### config.mk
export PLATFORM = sky130hd
export DESIGN_NAME = polynomial_evaluator
export DESIGN_NICKNAME = d
export VERILOG_FILES = /design/src/rtl/polynomial_evaluator.sv
export SDC_FILE = /design/constraint.sdc
export NUM_CORES = 1
export LEC_CHECK = 0
export BUFFER_PORTS_ARGS = -buffer_cell sky130_fd_sc_hd__buf_2
export CAP_MARGIN = 30
export CORE_MARGIN = 5
export CORE_UTILIZATION = 56
export CTS_CLUSTER_SIZE = 30
export DETAILED_ROUTE_END_ITERATION = 6
export PLACE_DENSITY_LB_ADDON = 0.08
export SLEW_MARGIN = 20
export SYNTH_ARGS = -nofsm -noshare
export SYNTH_HDL_FRONTEND = slang
export SYNTH_SLANG_ARGS = --single-unit
### constraint.sdc
create_clock -name clk -period 8.3 [get_ports clk]
set_clock_uncertainty 0.2 [all_clocks]
set_input_delay 0.83 -clock clk [delete_from_list [all_inputs] [get_ports clk]]
set_output_delay 0.83 -clock clk [all_outputs]
set_load 0.03 [all_outputs]
### src/rtl/polynomial_evaluator.sv
// Signed fixed-point polynomial evaluator (Horner scheme) that drives one external
// fixed_point_mul over a start/done handshake and performs the accumulations itself.
//
// Handshakes:
//   start/done : start is sampled only while busy = 0 (i.e. in IDLE); a start seen while
//                busy is dropped, never queued. done is a one-cycle pulse with result
//                already valid in that cycle; result then holds until the next done.
//   mul_start/mul_done : mul_start is a one-cycle pulse with mul_a/mul_b valid. The
//                operands stay stable until mul_done is taken. The cycle right after
//                mul_start ignores mul_done, because the multiplier may still be reporting
//                an earlier product. mul_result is sampled in the cycle mul_done is taken.
module polynomial_evaluator #(
  parameter int INTEGER_PART_WIDTH    = 8,
  parameter int FRACTIONAL_PART_WIDTH = 8,
  parameter int DEGREE                = 3,
  localparam int NW = INTEGER_PART_WIDTH + FRACTIONAL_PART_WIDTH
) (
  input  logic                     clk,
  input  logic                     rst,
  input  logic                     start,
  output logic                     busy,
  output logic                     done,
  input  logic [NW-1:0]            x,
  input  logic [(DEGREE+1)*NW-1:0] coeffs,
  output logic [NW-1:0]            result,
  output logic                     mul_start,
  output logic [NW-1:0]            mul_a,
  output logic [NW-1:0]            mul_b,
  input  logic                     mul_done,
  input  logic [NW-1:0]            mul_result,
  output logic [2:0]               state_dbg
);

  localparam logic [2:0] S_IDLE         = 3'd0;
  localparam logic [2:0] S_MUL_START    = 3'd1;
  localparam logic [2:0] S_MUL_SETTLE   = 3'd2;
  localparam logic [2:0] S_MUL_WAIT     = 3'd3;
  localparam logic [2:0] S_FINISH       = 3'd4;
  localparam logic [2:0] S_DRAIN_SETTLE = 3'd5;
  localparam logic [2:0] S_DRAIN_WAIT   = 3'd6;

  localparam int         KW    = (DEGREE > 0) ? $clog2(DEGREE + 1) : 1;
  localparam logic [KW-1:0] K_TOP = KW'((DEGREE > 0) ? DEGREE - 1 : 0);

  logic [2:0]    state;
  logic [NW-1:0] acc;
  logic [NW-1:0] x_q;
  logic [NW-1:0] coef_q [DEGREE+1];
  logic [KW-1:0] k;
  logic [NW-1:0] acc_next;

  // The multiplier has no reset, so whether a product is still in flight must survive rst.
  logic mul_outstanding;
  logic mul_taken;
  logic outstanding_next;

  assign busy      = (state != S_IDLE);
  assign done      = (state == S_FINISH);
  assign mul_start = (state == S_MUL_START);
  assign mul_a     = acc;
  assign mul_b     = x_q;
  assign state_dbg = state;

  // A product is consumed only where the FSM is actually listening for it.
  assign mul_taken = mul_done && ((state == S_MUL_WAIT) || (state == S_DRAIN_WAIT));

  // Flag value after this edge; also decides whether a reset must drain the multiplier.
  always_comb begin
    outstanding_next = mul_outstanding;
    if (state == S_MUL_START) begin
      outstanding_next = 1'b1;
    end else if (mul_taken) begin
      outstanding_next = 1'b0;
    end
  end

  // Horner step: wraps in NW bits, no saturation.
  assign acc_next = mul_result + coef_q[k];

  // In-flight product tracking, deliberately outside the rst domain.
  always_ff @(posedge clk) begin
    mul_outstanding <= outstanding_next;
  end

  // Main sequencer: latch operands, issue products, accumulate, report.
  always_ff @(posedge clk) begin
    if (rst) begin
      state  <= outstanding_next ? S_DRAIN_SETTLE : S_IDLE;
      acc    <= '0;
      x_q    <= '0;
      k      <= '0;
      result <= '0;
    end else begin
      case (state)
        S_IDLE: begin
          if (start) begin
            x_q <= x;
            for (int i = 0; i <= DEGREE; i++) begin
              coef_q[i] <= coeffs[i*NW +: NW];
            end
            acc <= coeffs[DEGREE*NW +: NW];
            k   <= K_TOP;
            if (DEGREE > 0) begin
              state <= S_MUL_START;
            end else begin
              // Constant polynomial: result is c0, ready for the done cycle.
              result <= coeffs[DEGREE*NW +: NW];
              state  <= S_FINISH;
            end
          end
        end
        S_MUL_START: begin
          state <= S_MUL_SETTLE;
        end
        S_MUL_SETTLE: begin
          state <= S_MUL_WAIT;
        end
        S_MUL_WAIT: begin
          if (mul_done) begin
            acc <= acc_next;
            if (k == '0) begin
              // Load result now so it is already valid while done is high.
              result <= acc_next;
              state  <= S_FINISH;
            end else begin
              k     <= k - 1'b1;
              state <= S_MUL_START;
            end
          end
        end
        S_FINISH: begin
          state <= S_IDLE;
        end
        S_DRAIN_SETTLE: begin
          state <= S_DRAIN_WAIT;
        end
        S_DRAIN_WAIT: begin
          // Stale product is discarded; only the flag (cleared above) cares.
          if (mul_done) begin
            state <= S_IDLE;
          end
        end
        default: begin
          state <= S_IDLE;
        end
      endcase
    end
  end

endmodule

# Word-level counts from Yosys, hierarchy flattened
# Memory sizes are Yosys's and may differ from the RTL's. A register that Yosys moved wholly into a read port is not among the register bits.
# Cells that the tools add are included.
# W data, S select, Z words.
dict set report classes {
  addsub 2
  n_eq_ne 12
  muxes 22
  n_reduce_logical 11
}
# operator count
set op_table {}
lappend op_table {{$mux W16} 2}
lappend op_table {{$pmux W16 S2} 1}
lappend op_table {{$mux W3} 6}
lappend op_table {{$pmux W3 S6} 1}
lappend op_table {{$add A16 B16 Y16} 1}
lappend op_table {{$mux W2} 5}
lappend op_table {{$eq A3 B3 Y1 const B} 3}
lappend op_table {{$ne A3 B3 Y1 const B} 3}
lappend op_table {{$reduce_and A3 Y1} 3}
lappend op_table {{$eq A3 B2 Y1 const B} 2}
lappend op_table {{$mux W1} 6}
lappend op_table {{$ne A2 B2 Y1 const B} 3}
lappend op_table {{$pmux W2 S2} 1}
lappend op_table {{$reduce_and A4 Y1} 1}
lappend op_table {{$eq A3 B1 Y1 const B} 1}
lappend op_table {{$logic_not A3 Y1} 1}
lappend op_table {{$reduce_bool A3 Y1} 1}
lappend op_table {{$logic_not A2 Y1} 1}
lappend op_table {{$reduce_and A2 Y1} 1}
lappend op_table {{$reduce_bool A2 Y1} 1}
lappend op_table {{$sub A2 B1 Y2 const B} 1}
lappend op_table {{$logic_and A1 B1 Y1} 1}
lappend op_table {{$logic_or A1 B1 Y1} 1}
dict set report totals {
  reg_bits 54
  ram_bits 64
  input_bits 100
  elab_cells 54
  n_memories 1
}
# memory depth word_bits rd rd_ports_with_merged_regs wr line
set memory_table {}
lappend memory_table {coef_q 4 16 1 1 4 48} ;# logic [NW-1:0] coef_q [DEGREE+1];

# Logic depth before layout (Yosys ltp)
# Gate-level depths: netlist (run 1).
dict set report logic_depth {
  word_depth 7
  depth_mapped 12
}

# Worst setup path before layout (run 1)
# OpenSTA, ideal clock, no wires.
dict set report synth_timing {
  path_type {reg-to-reg}
  startpoint {register state[0], in the netlist state_dbg[0]}
  endpoint {memory coef_q[0][0] (netlist name) (enable)}
  arrival_time_ns 4.097
  slack_ns 3.516
  path_stages_with_launch 6
  n_path_buf 2
  period_less_slack_ns 4.784
  path_cell_list {edfxtp_1 -> buf_2 -> nor3_1 -> nand2_1 -> clkbuf_1 -> nor2_1}
}
# item line
set synth_rtl {}
lappend synth_rtl {{start, declared} 45} ;# logic [2:0] state;
lappend synth_rtl {{start signal, assigned} 88} ;# state <= outstanding_next ? S_DRAIN_SETTLE : S_IDLE;
lappend synth_rtl {{end, declared} 48}

==> flow_metrics.tcl, run 1 <==
set metrics [dict create \
    status "completed" \
    chipWidth_um 107 \
    fin_util 0.730 \
    layout_common_cells "153 x buf_2, 84 x nand2_1, 67 x edfxtp_1" \
    portBuffers 153 \
    syn2layout_area_growth_pct 27.1 \
    drt_first_pass_iters 5 \
    n_antenna_cell 0 \
    clk_transition_reported_paths_ns 0.06 \
    worst-path-buf-inv 1 \
    period_share 0.443 \
    grt_remaining_overflow 0 \
    worst_skew_pair.late_latency_ns 0.51 \
    cts_sinks 120 \
    async_flop_share 0 \
    ys_ff_latch 120 \
    core_um2 9240 \
    dp_hpwl_um 9300 \
    syn_inst 471 \
    initial_utilization 0.574 \
    route.detailed.drc 0 \
    synth-seq-area-share 0.579 \
    via_per_inst 5.56 \
    die_area_um2 11500 \
    slew_headroom 0.400 \
    post_cts_buffers 0 \
    grt_pass1_vias 4339 \
    wl_per_cell_um 17.8 \
    postRouteAntennaNets 0 \
    arrival_ns 3.90 \
    rsz0062_at_grt "false" \
    tns_ns 0 \
    grt_max_degree 41 \
    die_h_um 107 \
    p_leak_nw 2.70 \
    gp_congestion 0.833 \
    antenna_found_initial 0 \
    ys_types 54 \
    crit_chain "mux4_2 > ha_1 > inv_1 > fa_1 > nor2b_4 > o31a_1 > o311ai_1 > a21oi_1 > mux2i_1 > nor3_1 > o41ai_2" \
    fill_cells 689 \
    synth_fp_nets 588 \
    cts_resized 0 \
    period_minus_slack_ns 3.68 \
    max_freq_mhz 272 \
    worstSetupPathType "reg2reg" \
    synth_area_per_cell_um2 11.3 \
    wl_um 13600 \
    grt_pass1_wl_um 21700 \
    cts_made_buffers 17 \
    setup_viol 0 \
    worst_pin_slew_ns 0.899 \
    cellPowerDensity_nw_per_um2 307 \
    drtIter0Drc 241 \
    synth_area_um2 5310 \
    rows 35 \
    clockBufferDepth 2 \
    via_count 4243 \
    path_delay_family "flip-flops" \
    ioPinCount 154 \
    grt.total_usage 0.245 \
    finalHoldViolCount 0 \
    crit_fanout 16 \
    final_common_cell "buf_2" \
    synth_top_flop_cell "edfxtp_1" \
    vdd_drop_max_uv 232 \
    synth_edf_count 67 \
    htreeDepth 4 \
    crit_path_start_kind "flip-flop" \
    max-cap-violations 0 \
    min_path_type "reg2reg" \
    drive_above_1_share 0.339 \
    critPathMaxStageDelay_ns 0.91 \
    end_kind "flip-flop" \
    postCtsHoldBufs 0 \
    fin_nets 738 \
    cts_tree "built" \
    critPathRequiredTime_ns 8.52 \
    synth_warnings 0 \
    critical-path-slowest-cell "dfxtp_1" \
    drv_slew 0 \
    cts-root-buf "clkbuf_8" \
]
## cell type report
cell class                 instances  area, µm²  area share
clock buffer                      18        418      0.0620
clock inverter                    14        150      0.0223
inverter                           8       30.0     0.00445
multi-input combinational        317       2100       0.312
sequential                       120       3070       0.456
tap                              129        161      0.0239
timing repair buffer             157        808       0.120
## state kept, by name, indices dropped and copies added, names as in the netlist, named ones only
signal	cells
k	2
mul_a	16
result	16
coef_q	64
mul_outstanding	1
state_dbg	3
mul_b	16
## cell families (layout without fill, tap and decap cells)
kind of cell	after synthesis	in the layout	synth area share
flip-flops	120	120	0.579
multiplexers	18	18	0.0717
buffers and inverters	34	197	0.0266
AND/OR/NAND/NOR	173	173	0.144
adder cells (fa/ha/maj)	17	17	0.0415
XOR/XNOR	12	12	0.0198
AO/OA/AOI/OAI	97	97	0.117
## per-stage QoR
stage	area [µm²]	power, mW	hold slack (ns)	cells	worst slack, ns
6_report	6750	2.07	0.255	763	4.62
5_1_grt	6750	2.17	0.261	763	4.36
4_1_cts	6750	2.08	0.256	763	4.65
2_1_floorplan	5310	1.21	0.256	471	3.52
3_3_place_gp	6160	1.36	0.239	730	4.80
3_5_place_dp	6180	1.38	0.247	731	4.68
## cells in the mapped netlist (3+ instances only)
cell type / count / area (µm²)
nand2_1: 84 / 315
edfxtp_1: 67 / 2010
dfxtp_1: 53 / 1060
a21oi_1: 46 / 230
nor2_1: 42 / 158
clkbuf_1: 16 / 60.1
ha_1: 16 / 200
mux4_2: 16 / 360
nor3_1: 13 / 65.1
a211oi_1: 9 / 67.6
buf_2: 8 / 40.0
inv_1: 8 / 30.0
nand3_1: 8 / 40.0
o21ai_0: 8 / 40.0
xor2_1: 7 / 61.3
o21ai_1: 6 / 30.0
xnor2_1: 5 / 43.8
a311oi_1: 4 / 35.0
a31oi_1: 4 / 25.0
nand2b_1: 4 / 25.0
nand3b_1: 4 / 30.0
a21o_1: 3 / 22.5
nor2b_1: 3 / 18.8
o21a_1: 3 / 22.5
## final timing paths
check | startpoint | end | slack [ns] | depth (start not counted)
max reg2reg | flip-flop | mul_a[14] | 4.62 | 11
min reg2reg | mul_b[3] | mul_b[3] | 0.25 | 2
max | flip-flop | mul_a[14] | 4.62 | 11
min | mul_b[3] | mul_b[3] | 0.25 | 2
## metal layers
layer	routed length, µm	vias up	GRT usage
met5	0	-	0
met4	237	0	0.0848
met3	1060	17	0.0738
met2	6690	186	0.403
met1	5580	2028	0.309
li1	-	2012	-
## worst register-to-register path, cell delays in order (launching register included)
cell and delay [ns]:
dfxtp_1 0.91, mux4_2 0.35, ha_1 0.20, inv_1 0.07, fa_1 0.44, nor2b_4 0.16, o31a_1 0.18, o311ai_1 0.11
a21oi_1 0.30, mux2i_1 0.29, nor3_1 0.10, o41ai_2 0.29
## power by group
group / total (mW) / switching (mW) / leakage, nW / internal, mW
Combinational: 0.594 / 0.386 / 1.40 / 0.207
Clock: 0.698 / 0.270 / 0.260 / 0.428
Sequential: 0.777 / 0.0621 / 1.04 / 0.715
Total: 2.07 / 0.719 / 2.70 / 1.35
Power figures use the tool's default switching activity.
==> run 2, diff against run 1 <==
Settings changed: CORE_UTILIZATION 56 to 52.
Clock period 8.3 ns to 3.6 ns, I/O delays scaled along.
==> flow_metrics.tcl, run 2 (synthesis results as in run 1) <==
set metrics [dict create \
    period_minus_slack_ns 3.32 \
    fin_nets 824 \
    postRouteAntennaNets 0 \
    wl_per_cell_um 17.7 \
    clockBufferDepth 2 \
    via_count 4627 \
    slew_headroom 0.449 \
    period_share 0.922 \
    ioPinCount 154 \
    path_delay_family "multiplexers" \
    crit_chain "buf_6 > mux4_2 > ha_1 > nand2_1 > nor2_2 > o311ai_1 > a21oi_2 > mux2i_1 > nor3_1 > o41ai_2" \
    status "completed" \
    route.detailed.drc 0 \
    cellPowerDensity_nw_per_um2 656 \
    worst-path-buf-inv 1 \
    preCtsSetupSlack_ns 0.128 \
    cts-root-buf "clkbuf_8" \
    drtIter0Drc 386 \
    final_common_cell "buf_2" \
    grt_remaining_overflow 0 \
    cts_sinks 120 \
    wl_um 15100 \
    worst_pin_slew_ns 0.825 \
    antenna_found_initial 0 \
    max-cap-violations 0 \
    worst_skew_pair.late_latency_ns 0.53 \
    die_area_um2 12300 \
    drt_first_pass_iters 5 \
    max_freq_mhz 301 \
    p_total_mw 5.01 \
    grt_max_degree 37 \
    drive_above_1_share 0.303 \
    worstSetupPathType "reg2reg" \
    grt.total_usage 0.249 \
    htreeDepth 4 \
    cts_tree "built" \
    n_antenna_cell 0 \
    chipWidth_um 111 \
    portBuffers 153 \
    rsz0062_at_grt "false" \
    syn2layout_area_growth_pct 44.0 \
    fin_ws_ns 0.281 \
    rows 36 \
    critical-path-slowest-cell "mux4_2" \
    grt_pass1_vias 4748 \
    tns_ns 0 \
    initial_utilization 0.538 \
    crit_fanout 13 \
    via_per_inst 5.42 \
    end_kind "flip-flop" \
    arrival_ns 3.54 \
    top_register "coef_q" \
    dp_hpwl_um 9540 \
    gp_congestion 0.881 \
    p_leak_nw 3.10 \
    die_h_um 111 \
    critPathRequiredTime_ns 3.83 \
    crit_path_start_kind "flip-flop" \
    finalHoldViolCount 0 \
    largest_reg_flops 64 \
    cts_made_buffers 17 \
    clk_transition_reported_paths_ns 0.06 \
    layout_common_cells "153 x buf_2, 84 x nand2_1, 81 x dlygate4sd3_1" \
    drv_slew 0 \
    min_path_type "in2reg" \
    core_um2 9860 \
    critPathMaxStageDelay_ns 0.54 \
    whs_ns 0.0675 \
    vdd_drop_max_uv 468 \
    grt_pass1_wl_um 24000 \
    setup_viol 0 \
]
## run 2: cell types whose count changed in the layout (fill, tap and decap cells not counted), moves of 2 or more
cell / delta
dlygate4sd3_1: +81
buf_4: +5
clkinvlp_4: -5
clkbuf_8: +3
clkinv_1: +3
bufinv_16: +2
clkinv_4: -2
inv_6: -2
## run 2: through the flow
step / std cells / util / cell area, µm²
after floorplan: 471 / - / 5320
after global placement: 740 / 0.629 / 6210
after detailed placement: 740 / 0.629 / 6210
after CTS: 853 / 0.773 / 7630
after global routing: 853 / 0.775 / 7640
final: 853 / 0.775 / 7640
## run 2: path summary, 6_finish.rpt
kind | startpoint | to | slack, ns | cells past startpoint
max | flip-flop | mul_a[14] | 0.28 | 10
min | mul_result[0] | result[0] | 0.07 | 4
max reg2reg | flip-flop | mul_a[14] | 0.28 | 10
min reg2reg | mul_b[9] | mul_b[9] | 0.25 | 2
## run 2: layout make-up
type	instances	area (µm²)
well taps	133	166
clock inverters	10	149
inverters	8	30.0
fillers	627	2220
multi-input cells	317	2110
clock buffers	22	463
flip-flops and latches	120	3070
repair buffers	243	1650
## run 2: what timing repair did
item	4_1_cts	5_1_grt
setup buffers	0	0
hold buffers	81	0
resized for setup	0	3
endpoints found under the setup margin	0	5
hold endpoints to repair	94	0
## run 2: report_power, final
group | switching (mW) | total (mW) | leakage (nW) | internal, mW
Combinational | 0.948 | 1.49 | 1.76 | 0.546
Clock | 0.577 | 1.75 | 0.297 | 1.17
Sequential | 0.126 | 1.77 | 1.04 | 1.65
Total | 1.65 | 5.01 | 3.10 | 3.36
## run 2: metal layers
layer / GRT usage / vias up / share of wire / routed length [µm]
met5: 0 / - / 0 / 0
li1: - / 2182 / - / -
met4: 0.0941 / 0 / 0.020 / 302
met2: 0.421 / 204 / 0.51 / 7720
met1: 0.296 / 2211 / 0.39 / 5920
met3: 0.0830 / 30 / 0.078 / 1180
## run 2: worst min-delay path, delay by kind of cell
| family | cells | cell delay [ns] |
|---|---|---|
| fa+ha+maj | 1 | 0.14 |
| simple gates | 1 | 0.05 |
| buf+inv | 1 | 0.09 |
| compound gates | 1 | 0.11 |
